File: src/rtl/serial_word_comparator.sv
// serial_word_comparator: MSB-first digit-serial magnitude compare of two N-bit words, K bits per clock.
// Define SERIAL_CMP_EARLY_EXIT_EN to finish on the first differing digit instead of always scanning D digits.
module serial_word_comparator #(
  parameter int N = 8,
  parameter int K = 2
) (
  input  logic         clk,
  input  logic         rst_n,
  input  logic         start,
  input  logic [N-1:0] wordA,
  input  logic [N-1:0] wordB,
  input  logic         signed_mode,
  output logic         busy,
  output logic         done,
  output logic         gt,
  output logic         eq,
  output logic         lt
);
  localparam int D  = N / K;
  localparam int CW = $clog2(D) + 1;
  typedef enum logic [1:0] {IDLE, SCAN, DONE} state_t;
  state_t state_q, state_d;
  logic [N-1:0] a_q, a_d, b_q, b_d;
  logic [CW-1:0] idx_q, idx_d;
  logic sgt_q, sgt_d, slt_q, slt_d;
  logic gt_q, gt_d, eq_q, eq_d, lt_q, lt_d;
  logic [K-1:0] da, db;
  logic last;
  assign da   = a_q[N-1 -: K];
  assign db   = b_q[N-1 -: K];
`ifdef SERIAL_CMP_EARLY_EXIT_EN
  assign last = (idx_q == CW'(D - 1)) || (da != db);
`else
  assign last = (idx_q == CW'(D - 1));
`endif
  assign busy = state_q != IDLE;
  assign done = state_q == DONE;
  assign gt   = gt_q;
  assign eq   = eq_q;
  assign lt   = lt_q;
  always_comb begin
    state_d = state_q;
    a_d     = a_q;
    b_d     = b_q;
    idx_d   = idx_q;
    sgt_d   = sgt_q;
    slt_d   = slt_q;
    gt_d    = gt_q;
    eq_d    = eq_q;
    lt_d    = lt_q;
    case (state_q)
      IDLE: if (start) begin
        // flipping the sign bit maps two's complement onto an unsigned order
        a_d     = wordA ^ (N'(signed_mode) << (N - 1));
        b_d     = wordB ^ (N'(signed_mode) << (N - 1));
        idx_d   = '0;
        sgt_d   = 1'b0;
        slt_d   = 1'b0;
        gt_d    = 1'b0;
        eq_d    = 1'b0;
        lt_d    = 1'b0;
        state_d = SCAN;
      end
      SCAN: begin
        a_d   = a_q << K;
        b_d   = b_q << K;
        idx_d = idx_q + CW'(1);
        if (!sgt_q && !slt_q) begin
          sgt_d = da > db;
          slt_d = da < db;
        end
        if (last) begin
          gt_d    = sgt_d;
          lt_d    = slt_d;
          eq_d    = !sgt_d && !slt_d;
          state_d = DONE;
        end
      end
      default: state_d = IDLE;
    endcase
  end
  always_ff @(posedge clk or negedge rst_n) begin
    if (!rst_n) begin
      state_q <= IDLE;
      a_q     <= '0;
      b_q     <= '0;
      idx_q   <= '0;
      sgt_q   <= 1'b0;
      slt_q   <= 1'b0;
      gt_q    <= 1'b0;
      eq_q    <= 1'b0;
      lt_q    <= 1'b0;
    end else begin
      state_q <= state_d;
      a_q     <= a_d;
      b_q     <= b_d;
      idx_q   <= idx_d;
      sgt_q   <= sgt_d;
      slt_q   <= slt_d;
      gt_q    <= gt_d;
      eq_q    <= eq_d;
      lt_q    <= lt_d;
    end
  end
endmodule

File: config.mk
export PLATFORM = sky130hd
export DESIGN_NAME = serial_word_comparator
export DESIGN_NICKNAME = d
export VERILOG_FILES = /design/src/rtl/serial_word_comparator.sv
export SDC_FILE = /design/constraint.sdc
export NUM_CORES = 1
export LEC_CHECK = 0
export ABC_AREA = 1
export CAP_MARGIN = 5
export CELL_PAD_IN_SITES_DETAIL_PLACEMENT = 0
export CELL_PAD_IN_SITES_GLOBAL_PLACEMENT = 1
export CORE_MARGIN = 2
export CORE_UTILIZATION = 37
export DETAILED_ROUTE_END_ITERATION = 12
export PLACE_DENSITY_LB_ADDON = 0.1
export RECOVER_POWER = 50
export SYNTH_ARGS = -nofsm -noshare
export SYNTH_HDL_FRONTEND = slang
export SYNTH_SLANG_ARGS = --single-unit
File: constraint.sdc
create_clock -name clk -period 1.54 [get_ports clk]
set_clock_uncertainty 0.05 [all_clocks]
set_input_delay 0.231 -clock clk [delete_from_list [all_inputs] [get_ports clk]]
set_output_delay 0.231 -clock clk [all_outputs]
set_load 0.1 [all_outputs]
==> summary.json, run 1 <==
{
  "placement": {
    "placement.io_buffers": 24,
    "globalplace.congestion": 0.710,
    "detailed_place.area_um2": 1680,
    "place.detailed.hpwl_mm": 1.91
  },
  "power_and_ir_drop": {
    "vdd_drop_max_mv": 0.590,
    "total_power_mw": 3.32,
    "power_frac_comb": 0.578,
    "powerDensity_nw_per_um2": 1960,
    "power_switching_share": 0.476,
    "relative_contribution_of_the_clock_network_to_total_power": 0.086,
    "leakagePower_nw": 0.895,
    "sequentialPowerShare": 0.336,
    "p_int_mw": 1.74,
    "switching_power_mw": 1.58
  },
  "grt": {
    "grt_first_pass_wirelength_mm": 4.65,
    "grt.met2_usage": 0.238,
    "grt_pass1_vias": 1029,
    "grtUsageTotal": 0.146,
    "maximum_number_of_pins_on_one_net_before_global_route_repair": 27,
    "grt_most_used_layer": "met2",
    "gr-usage-met3": 0.0250,
    "grt.met1_usage": 0.196,
    "grt_remaining_overflow": 0,
    "number_of_antenna_violations_at_the_first_check_in_global_routing": 0
  },
  "clock_network": {
    "cts_sinks": 26,
    "clock_latency_ps": 310,
    "clock_buffer_count_from_cts": 3,
    "cts_max_level": 1,
    "holdBufCountCts": 0,
    "clock_tree.root_cell": "clkbuf_4",
    "tritoncts": "built",
    "clk_path_buf_depth": 2,
    "cts.clk_slew.worst_paths_ps": 140
  },
  "detailed_routing": {
    "wl_per_cell_um": 10.6,
    "drtPass1Iterations": 4,
    "drt_drc_violations_left": 0,
    "postRouteAntennaNets": 0,
    "total_wirelength_of_the_detailed_routed_design_mm": 2.61,
    "initialDrtViolationCount": 39,
    "dr_total_vias": 1106,
    "detail_route.vias_per_cell": 4.50
  },
  "synthesis": {
    "synth_seq_cells": 26,
    "synth-compound-area-share": 0.0745,
    "largest_family_of_logic_cells_by_synthesized_area": "simple AND/OR/NAND/NOR gates",
    "synthXorXnorAreaFrac": 0,
    "synth_fp_nets": 193,
    "yosys-mux-area-fraction": 0,
    "syn-cell-area_um2": 1310,
    "synth_seq_area_share": 0.497,
    "postSynthCellCount": 169,
    "synth_cell_types": 17,
    "yosysWarnings": 0,
    "synth_simple_gate_area_share": 0.304,
    "post_synth.cell_area_avg_um2": 7.75,
    "synth_fa_ha_area_frac": 0.0382
  },
  "worst_setup_path": {
    "critical_path.reg2reg.startpoint": "state_q[0]",
    "startpoint": "state_q[0]",
    "setup.worst_path.class": "register to primary output",
    "timing.critical_path.required_ps": 1260,
    "top_fanout_value_on_the_critical_path": 3,
    "arrival_ps": 1190,
    "critical_path_end_type": "primary output",
    "worstSetupStartpointType": "register"
  },
  "floorplan": {
    "core_region_area_um2": 3360,
    "fp-row-count": 21,
    "die_width_um": 63.5,
    "die_height_um": 63.5,
    "floorplan.initialDensity": 0.390,
    "fp.dieArea_um2": 4030,
    "io-pin-count": 25
  },
  "finish": {
    "fillerInstances": 359,
    "finalInstanceArea_um2": 1700,
    "design.final.nets": 226,
    "n_antenna_cell": 0,
    "layout-area-overhead-vs-synth_pct": 29.4,
    "final_layout_size_suffix_gt1_frac": 0.130
  },
  "timing": {
    "worst_pin_slew_ps": 656,
    "slew-limit-headroom": 0.563,
    "setup_tns_after_final_layout_ps": 0,
    "timing_hold_violations_final": 0,
    "rsz0062_at_grt": "no",
    "maxClockFrequency_mhz": 681,
    "worst_hold_slack_ps": 404,
    "min_period_ps": 1470,
    "finalSetupViolCount": 0,
    "final_count_of_pins_violating_max_slew": 0,
    "timing.final.crit_share": 0.953
  },
  "run_status": {
    "status": "completed"
  },
  "hold_path": {
    "timing.hold.worst.class": "input pin to asynchronous set/reset pin"
  },
  "run": {
    "maxCapViolCount": 0
  }
}
-- cells by family after synthesis --
kind of cell	after synthesis
AND/OR/NAND/NOR	101
flip-flops	26
buffers and inverters	24
AO/OA/AOI/OAI	14
adder cells (fa/ha/maj)	4
-- registers in the layout (all words and copies together) (netlist names) --
signal and cells:
state_q 2, b_q 8, gt 1, slt_q 1, eq 1, a_q 8
sgt_q 1, lt 1, idx_q 3
-- path summary, 6_finish.rpt --
path | end | slack (ps) | depth (start not counted)
worst min register to register | idx_q[1] | 440 | 2
worst max register to register | b_q[6] | 160 | 7
worst max-delay path | done | 70 | 3
worst min-delay path | a_q[1] | 400 | 2
max in group asynchronous | state_q[0] | 570 | 2
min in group clk | b_q[1] | 440 | 3
-- through the flow --
step | cells | util | setup WS [ps]
after global routing | 246 | 0.504 | 1.20
after detailed placement | 242 | 0.499 | 109
final | 246 | 0.504 | 71.8
after floorplan | 169 | - | 22.4
after global placement | 242 | 0.499 | 122
after CTS | 246 | 0.509 | 37.5
-- timing repair --
action / 4_1_cts / 5_1_grt
pin swaps: 0 / 1
setup endpoints to repair: 2 / 2
buffers inserted: 1 / 0
resized for setup: 1 / 1
-- cell usage after synthesis --
library cell | instances | area (um2)
buf_2 | 1 | 5.00
buf_4 | 1 | 7.51
buf_6 | 1 | 11.3
buf_8 | 1 | 15.0
clkinv_1 | 1 | 3.75
dfrtp_1 | 26 | 651
ha_1 | 4 | 50.1
inv_1 | 18 | 67.6
inv_2 | 1 | 3.75
nand2_1 | 79 | 297
nand2_2 | 1 | 6.26
nand3_1 | 13 | 65.1
nor2_1 | 8 | 30.0
o21ai_0 | 8 | 40.0
o21ai_2 | 4 | 35.0
o21ai_4 | 1 | 16.3
o22ai_1 | 1 | 6.26
-- layout by cell type, fill, tap and decap left out --
| cell type | count |
|---|---|
| nand2_2 | 1 |
| buf_12 | 4 |
| nor2_2 | 1 |
| nor2_1 | 6 |
| o21ai_4 | 1 |
| dfrtp_1 | 25 |
| buf_4 | 7 |
| inv_2 | 1 |
| buf_2 | 1 |
| o21ai_2 | 4 |
| nand3_1 | 13 |
| nor2_4 | 1 |
| clkdlybuf4s50_1 | 18 |
| nand2_1 | 79 |
| o21ai_0 | 8 |
| clkinv_1 | 1 |
| ha_1 | 4 |
| clkbuf_4 | 3 |
| o22ai_1 | 1 |
| dlygate4sd3_1 | 1 |
| dfrtp_2 | 1 |
| clkbuf_2 | 1 |
| inv_1 | 18 |
-- area by class of cell --
| class | instances | area (um2) | area share |
|---|---|---|---|
| inverters | 20 | 75.1 | 0.0443 |
| flip-flops and latches | 26 | 652 | 0.385 |
| repair buffers | 32 | 333 | 0.196 |
| multi-input cells | 119 | 556 | 0.328 |
| clock buffers | 3 | 22.5 | 0.0133 |
| well taps | 46 | 57.6 | 0.0339 |
-- power groups by stage --
stage / combinational (mW) / clock (mW) / sequential (mW)
floorplan: 1.21 / 0 / 1.32
global placement: 1.92 / 0 / 1.14
detailed placement: 1.93 / 0 / 1.15
CTS: 1.97 / 0.302 / 1.12
global route: 2.18 / 0.328 / 1.15
finish: 1.92 / 0.286 / 1.12
-- critical path, cell delays in order, from the launching register on --
cell     delay (ps)
dfrtp_2         450
buf_4           160
nor2_4          100
buf_12          180
-- per-layer routing --
| metal | share of wire | wire length, um |
|---|---|---|
| met5 | 0 | 0 |
| met4 | 0.0058 | 15 |
| met3 | 0.036 | 95 |
| met2 | 0.46 | 1200 |
| met1 | 0.50 | 1300 |
Power figures use the tool's default switching activity.
==> run 2, diff against run 1 <==
--- a/config.mk
+++ b/config.mk
@@ -12,6 +12,7 @@
 export CORE_MARGIN = 2
 export CORE_UTILIZATION = 37
 export DETAILED_ROUTE_END_ITERATION = 12
+export HOLD_SLACK_MARGIN = 0.12
 export PLACE_DENSITY_LB_ADDON = 0.1
 export RECOVER_POWER = 50
 export SYNTH_ARGS = -nofsm -noshare
==> results of run 2 <==
No change in the layout: final DEF, timing and power equal those of run 1.
==> run 3, diff against run 2 <==
--- a/config.mk
+++ b/config.mk
@@ -10,7 +10,7 @@
 export CELL_PAD_IN_SITES_DETAIL_PLACEMENT = 0
 export CELL_PAD_IN_SITES_GLOBAL_PLACEMENT = 1
 export CORE_MARGIN = 2
-export CORE_UTILIZATION = 37
+export CORE_UTILIZATION = 35
 export DETAILED_ROUTE_END_ITERATION = 12
 export HOLD_SLACK_MARGIN = 0.12
 export PLACE_DENSITY_LB_ADDON = 0.1
==> summary.json, run 3 (same netlist as run 1, synthesis figures left out) <==
{
  "grt": {
    "grt_first_pass_wirelength_mm": 4.81,
    "maximum_number_of_pins_on_one_net_before_global_route_repair": 27,
    "grtUsageTotal": 0.145,
    "number_of_antenna_violations_at_the_first_check_in_global_routing": 0,
    "grt_pass1_vias": 1080,
    "grt_remaining_overflow": 0
  },
  "floorplan": {
    "die_height_um": 65.2,
    "fp.dieArea_um2": 4250,
    "io-pin-count": 25,
    "core_region_area_um2": 3630,
    "fp-row-count": 22,
    "floorplan.initialDensity": 0.361,
    "die_width_um": 65.2
  },
  "power_and_ir_drop": {
    "leakagePower_nw": 0.902,
    "powerDensity_nw_per_um2": 2010,
    "vdd_drop_max_mv": 0.713,
    "total_power_mw": 3.43
  },
  "timing": {
    "timing.final.crit_share": 0.944,
    "final_count_of_pins_violating_max_slew": 0,
    "maxClockFrequency_mhz": 688,
    "worst_pin_slew_ps": 658,
    "finalSetupViolCount": 0,
    "setup_tns_after_final_layout_ps": 0,
    "min_period_ps": 1450,
    "worst_hold_slack_ps": 438,
    "rsz0062_at_grt": "no",
    "slew-limit-headroom": 0.562,
    "timing_hold_violations_final": 0
  },
  "worst_setup_path": {
    "critical_path.cell_chain": "inv_1 > buf_4 > nor2_4 > buf_12",
    "arrival_ps": 1170,
    "r2r.worst_path.cells": 6,
    "timing.critical_path.required_ps": 1260,
    "setup.worst_path.class": "register to primary output",
    "cpPeakStageDelay_ps": 390,
    "critical_path_end_type": "primary output",
    "top_fanout_value_on_the_critical_path": 3,
    "cp_slowest_cell": "dfrtp_1",
    "worstSetupStartpointType": "register"
  },
  "detailed_routing": {
    "drtPass1Iterations": 4,
    "initialDrtViolationCount": 53,
    "detail_route.vias_per_cell": 4.44,
    "dr_total_vias": 1101,
    "postRouteAntennaNets": 0,
    "drt_drc_violations_left": 0,
    "total_wirelength_of_the_detailed_routed_design_mm": 2.78,
    "wl_per_cell_um": 11.2
  },
  "clock_network": {
    "cts-resized-gates": 0,
    "tritoncts": "built",
    "cts_sinks": 26,
    "clk_path_buf_depth": 2,
    "cts_max_level": 1,
    "clock_latency_ps": 260,
    "cts.clk_slew.worst_paths_ps": 90,
    "clock_buffer_count_from_cts": 3,
    "clock_tree.root_cell": "clkbuf_8",
    "postCtsSetupBuffers": 0,
    "holdBufCountCts": 0
  },
  "finish": {
    "layout_commonest_cell": "nand2_1",
    "layout-area-overhead-vs-synth_pct": 30.3,
    "instances_no_fill": 248,
    "layout_top_registers": "a_q: 8 flops, b_q: 8 flops, idx_q: 3 flops",
    "most-common-layout-cells": "nand2_1 (79), dfrtp_1 (26), inv_1 (18), clkdlybuf4s50_1 (18), nand3_1 (13)",
    "final_layout_size_suffix_gt1_frac": 0.125,
    "n_antenna_cell": 0,
    "design.final.nets": 225
  },
  "placement": {
    "globalplace.congestion": 0.708,
    "dp.cells": 244,
    "placement.io_buffers": 24,
    "place.detailed.hpwl_mm": 2.04
  },
  "run": {
    "maxCapViolCount": 0
  },
  "hold_path": {
    "timing.hold.worst.class": "register to register",
    "hold_depth": 2
  },
  "run_status": {
    "status": "completed"
  }
}
[run 3: cell count changes in the layout (fill, tap and decap cells not counted), sizes merged]
cell	before	now
clkbuf	4	6
buf	12	10
[run 3: area by class of cell]
type	count	area (um2)
timing repair buffer	31	310
multi-input combinational	119	556
inverter	20	75.1
clock buffer	4	55.1
tap	48	60.1
sequential	26	651
fill	390	1930
[run 3: worst max-delay path: cells and delay by family (launching register included)]
| family | cells | cell delay (ps) |
|---|---|---|
| flip-flops | 1 | 390 |
| buffers and inverters | 3 | 420 |
| AND/OR/NAND/NOR | 1 | 100 |
[run 3: where the power goes]
group | internal, mW | total, mW | switching, mW
clock | 0.228 | 0.439 | 0.211
combinational | 0.625 | 1.86 | 1.23
sequential | 0.967 | 1.13 | 0.163
[run 3: routing by layer]
layer  GRT usage  part of all wire
met1       0.179              0.48
met2       0.258              0.49
met3      0.0257             0.026
met4      0.0391            0.0083
met5           0                 0
[run 3: per-stage QoR]
step / worst slack [ps] / area (um2) / utilization
2_1_floorplan: 22.4 / 1320 / -
3_3_place_gp: 157 / 1680 / 0.463
3_5_place_dp: 113 / 1680 / 0.463
4_1_cts: 53.2 / 1740 / 0.478
5_1_grt: 27.4 / 1710 / 0.470
6_report: 86.5 / 1710 / 0.470
[run 3: final timing paths]
path	startpoint	end	slack, ps
max	state_q[1]	done	90
max reg2reg	idx_q[0]	gt	140
min reg2reg	a_q[4]	a_q[4]	440
min in group asynchronous	rst_n	lt	460
min	a_q[4]	a_q[4]	440
max in group asynchronous	rst_n	b_q[4]	550
==> edit 1: new RTL, settings of run 1 <==
Register the outputs `busy` and `done`, with the module's reset; this adds one clock of latency there. The other outputs are not delayed to match.
--- a/src/rtl/serial_word_comparator.sv
+++ b/src/rtl/serial_word_comparator.sv
@@ -34,6 +34,13 @@
   assign last = (idx_q == CW'(D - 1));
 `endif
-  assign busy = state_q != IDLE;
-  assign done = state_q == DONE;
+  always_ff @(posedge clk or negedge rst_n) begin
+    if (!rst_n) begin
+      busy <= '0;
+      done <= '0;
+    end else begin
+      busy <= state_q != IDLE;
+      done <= state_q == DONE;
+    end
+  end
   assign gt   = gt_q;
   assign eq   = eq_q;
Function: changed (a bounded check fails within 4 cycles, from zero or initial values and one cycle with rst_n low).
==> edit 1 against run 1 <==
- global-route usage grew 0.53 points
- cell area increased by 5.6%
- area after synthesis rose by 3.8%
- via count rose by 1.4%
- sequential cell count up 2
- power increased by 10%
- setup slack better by 0.079 ns
- routed wire length up 5.4%
- critical endpoint is now gt
- largest power group unchanged
==> edit 1: results (changes against run 1) <==
CP startpoint: idx_q[0]
CTS clk-pin slew, worst paths: 0.09 ns (-0.05 ns)
Post-synth top cells: 79 x nand2_1, 28 x dfrtp_1, 18 x inv_1
met2 usage: 0.257 (+0.0184)
drt pass-1 iters: 4 (unchanged)
M3 GR Usage: 0.0208 (-0.00417)
first-pass GRT wire length: 4950 um (+6.5%)
placed cells: 244 (+0.83%)
Skew-Pair Late Insertion Delay: 0.27 ns (-0.04 ns)
dpl ws: 0.115 ns (+0.00532 ns)
detailed-route via count: 1122 (+1.4%)
Post-synth top flop: dfrtp_1
met1 Use GR: 0.201 (+0.00475)
fin cells: 248 (+0.81%)
GRT Total Usage: 0.151 (+0.00531)
Async SR Flop Fraction: 1.00 (unchanged)
initial detailed-routing violation count: 40 (+2.6%)
final net count: 225 (-0.44%)
Root Buffer: clkbuf_8
CP max FO: 6 (+3)
Leak: 0.931 nW (+4.0%)
sequential share of the synthesized area: 0.515 (+0.0185)
initial antenna violation count: 0 (unchanged)
post-synthesis net count: 195 (+1.0%)
routability cong.: 0.741 (+4.5%)
Post-CTS Setup Inserts: 0 (-1)
layout cells sized above 1: 0.105 (-0.0250)
area post-placement: 0.00172 mm2 (+2.5%)
HP Class: reg2reg
antenna cells: 0 (unchanged)
clock buffer count from CTS: 3 (unchanged)
Post-DP HPWL: 2050 um (+7.5%)
synth unique cells: 17 (unchanged)
biggest regs: a_q (8), b_q (8), idx_q (3)
Synth area leaders: dfrtp_1 52%, nand2_1 22%, inv_1 5.0%, nand3_1 4.8%, ha_1 3.7%
mean routed wirelength per cell: 11.1 um (+4.6%)
maximum VDD drop: 0.606 mV (+2.8%)
min-delay src: a_q[4]
H-tree levels: 1 (unchanged)
CP arrival: 1.51 ns (+0.32 ns)
Yosys Warn Count: 0 (unchanged)
largest net degree at the start of global routing: 29 (+7.4%)
Buffers on Ports: 24 (unchanged)
Final Hold Viols: 0 (unchanged)
post-synthesis instance total: 171 (+1.2%)
Max clock buf depth: 2 (unchanged)
Tightest Pin Transition: 0.682 ns (+0.0257 ns)
status: finished, final reports clean
## edit 1: final timing paths
check                           depth (start not counted)     end  slack, ns
max in group asynchronous                               2      lt       0.53
min in group asynchronous                               2    busy       0.46
worst max-delay path                                    6      gt       0.15
worst max register to register                          6      gt       0.15
worst min-delay path                                    2  a_q[4]       0.44
worst min register to register                          2  a_q[4]       0.44
## edit 1: repair_timing
action	CTS	global route
setup endpoints to repair	0	1
hold endpoints to repair	0	0
resized for setup	0	1
hold buffers	0	0
## edit 1: kinds of logic (layout without fill, tap and decap cells)
group,Yosys count,after routing,share of synthesized area
buf+inv,24,53,0.0837
flops,28,28,0.515
compound gates,14,14,0.0718
fa+ha+maj,4,4,0.0368
simple gates,101,101,0.293
## edit 1: metal layers
| layer | wire (um) | up-vias | share of wire |
|---|---|---|---|
| met5 | 0 | - | 0 |
| met4 | 20 | 0 | 0.0073 |
| met3 | 65 | 2 | 0.024 |
| met2 | 1370 | 12 | 0.50 |
| met1 | 1290 | 525 | 0.47 |
| li1 | - | 583 | - |
## edit 1: area by class of cell
type | instances | area, um2
inverter | 20 | 78.8
sequential | 28 | 701
tap | 48 | 60.1
timing repair buffer | 29 | 334
multi-input combinational | 119 | 546
clock buffer | 3 | 41.3
clock inverter | 1 | 30.0
fill | 364 | 1820
## edit 1: critical path: stages (launching register included)
cell and delay [ns]:
dfrtp_1 0.41, ha_1 0.21, ha_1 0.19, nand3_1 0.21
inv_1 0.09, nand3_1 0.09, nand2_1 0.05
## edit 1: report_power, final
group / internal (mW) / switching [mW]
sequential: 1.04 / 0.185
clock: 0.348 / 0.222
combinational: 0.673 / 1.20
total: 2.06 / 1.61
==> edit 2: new RTL, settings of run 1 <==
Without the edit above. Add a define of `SERIAL_CMP_EARLY_EXIT_EN`.
--- a/src/rtl/serial_word_comparator.sv
+++ b/src/rtl/serial_word_comparator.sv
@@ -1,4 +1,6 @@
 // serial_word_comparator: MSB-first digit-serial magnitude compare of two N-bit words, K bits per clock.
 // Define SERIAL_CMP_EARLY_EXIT_EN to finish on the first differing digit instead of always scanning D digits.
+`define SERIAL_CMP_EARLY_EXIT_EN
+
 module serial_word_comparator #(
   parameter int N = 8,
Behaviour: not the same (Yosys sat finds a counterexample within 4 cycles, from zero or initial values and one cycle with rst_n low).
==> edit 2 against run 1 <==
- power increased by 6.5%
- count of clock-buffer cells in the layout increased by 1
- routed wire length increased by 5.8%
- cell area increased by 2.5%
- area after synthesis decreased by 5.0%
- largest cell class unchanged
- maximum frequency increased by 0.52%
- critical endpoint is now lt
- setup slack improved by 0.0076 ns
- sequential cell count unchanged
==> edit 2: results (changes against run 1) <==
status: finished, final reports clean
largest net degree at the start of global routing: 27 (unchanged)
mux contribution to synthesized area: 0 (unchanged)
drt pass-1 iters: 4 (unchanged)
biggest regs: a_q (8), b_q (8), idx_q (3)
HP Class: in2async
Yosys Warn Count: 0 (unchanged)
sequential share of the synthesized area: 0.523 (+0.0260)
routability cong.: 0.807 (+14%)
adder-cell share of the synthesized area: 0.0402 (+0.00200)
first-pass GRT wire length: 4630 um (-0.45%)
area post-placement: 0.00167 mm2 (-0.30%)
Leak: 0.833 nW (-7.0%)
critical path's largest stage delay: 0.43 ns (-0.02 ns)
CP arrival: 1.69 ns (+0.50 ns)
Top delay family on crit path: simple AND/OR/NAND/NOR gates
placed cells: 230 (-5.0%)
layout cells sized above 1: 0.179 (+0.0489)
Root Buffer: clkbuf_4
maximum VDD drop: 1.60 mV (+170%)
Worst slew margin: 0.558 (-0.00443)
Async SR Flop Fraction: 1.00 (unchanged)
vias in the first global route: 1066 (+3.6%)
worst r2r src: idx_q[0]
clock buffer count from CTS: 3 (unchanged)
Skew-Pair Late Insertion Delay: 0.32 ns
vias per cell: 4.71 (+4.8%)
complex-gate fraction of the synthesized area: 0.139 (+0.0642)
Post-synth top cells: 45 x nand2_1, 26 x dfrtp_1, 21 x nor2_1
FILL cells: 335 (-6.7%)
Mean Syn Cell Area: 8.19 um2 (+5.7%)
Post-DP HPWL: 2030 um (+6.4%)
Buffers on Ports: 24 (unchanged)
CP startpoint: idx_q[0]
synth unique cells: 19 (+2)
CP max FO: 3 (unchanged)
Total Wirelength: 2760 um (+5.8%)
CTS clk-pin slew, worst paths: 0.15 ns
GRT Total Usage: 0.164 (+0.0179)
ANT nets after route: 0 (unchanged)
CP max-delay cell: dfrtp_1
final net count: 215 (-4.9%)
initial antenna violation count: 0 (unchanged)
initial detailed-routing violation count: 24 (-38%)
fin cells: 236 (-4.1%)
post-synthesis net count: 176 (-8.8%)
Synth area leaders: dfrtp_1 52%, nand2_1 14%, nor2_1 6.3%, a21oi_1 5.6%, ha_1 4.0%
[edit 2: per-stage QoR]
stage | hold slack [ns] | utilization | setup slack, ns
finish | 0.396 | 0.529 | 0.0794
global route | 0.398 | 0.529 | -0.0186
CTS | 0.215 | 0.524 | 0.000926
detailed placement | 0.415 | 0.510 | 0.00621
global placement | 0.410 | 0.510 | 0.0519
floorplan | -0.115 | - | 0.0643
[edit 2: layout make-up]
type,instances,area (um2),share of cell area
tap,46,57.6,0.0331
inverter,11,41.3,0.0238
timing repair buffer,38,409,0.235
clock buffer,4,36.3,0.0209
multi-input combinational,111,542,0.312
sequential,26,652,0.375
[edit 2: logic make-up (layout without fill, tap and decap cells)]
family                     Yosys count  in the layout
buffers and inverters               15             53
and+or+nand+nor                     75             75
DFF                                 26             26
AOI/OAI and AO/OA                   32             32
adders and majority gates            4              4
[edit 2: worst register-to-register path: stages, from the launching register on]
cell and delay (ns):
dfrtp_1 0.43, ha_1 0.21, ha_1 0.20, nor2_2 0.17, nand2_1 0.09, nand2_1 0.14, nand2_1 0.06, nand2_1 0.06
[edit 2: metal layers]
metal	share of wire	wire length (um)	GRT usage
met5	0	0	0
met4	0.0069	19	0.0274
met3	0.034	95	0.0373
met2	0.49	1350	0.286
met1	0.47	1300	0.211
[edit 2: timing repair]
| action | in CTS | in global routing |
|---|---|---|
| gates resized for setup | 1 | 5 |
| buffers inserted | 1 | 1 |
| pin swaps | 0 | 1 |
| setup endpoints to repair | 1 | 5 |
[edit 2: worst paths after layout]
| check | to | slack [ns] | cells after the start |
|---|---|---|---|
| setup / recovery | lt | 0.08 | 7 |
| hold / removal | idx_q[1] | 0.40 | 2 |
| setup reg to reg | lt | 0.08 | 7 |
| hold reg to reg | idx_q[0] | 0.44 | 1 |
| max in group asynchronous | state_q[1] | 0.59 | 2 |
| min in group clk | b_q[0] | 0.41 | 3 |
[edit 2: power breakdown]
group	switching (mW)	internal (mW)
Combinational	1.20	0.822
Clock	0.209	0.145
Sequential	0.174	0.987
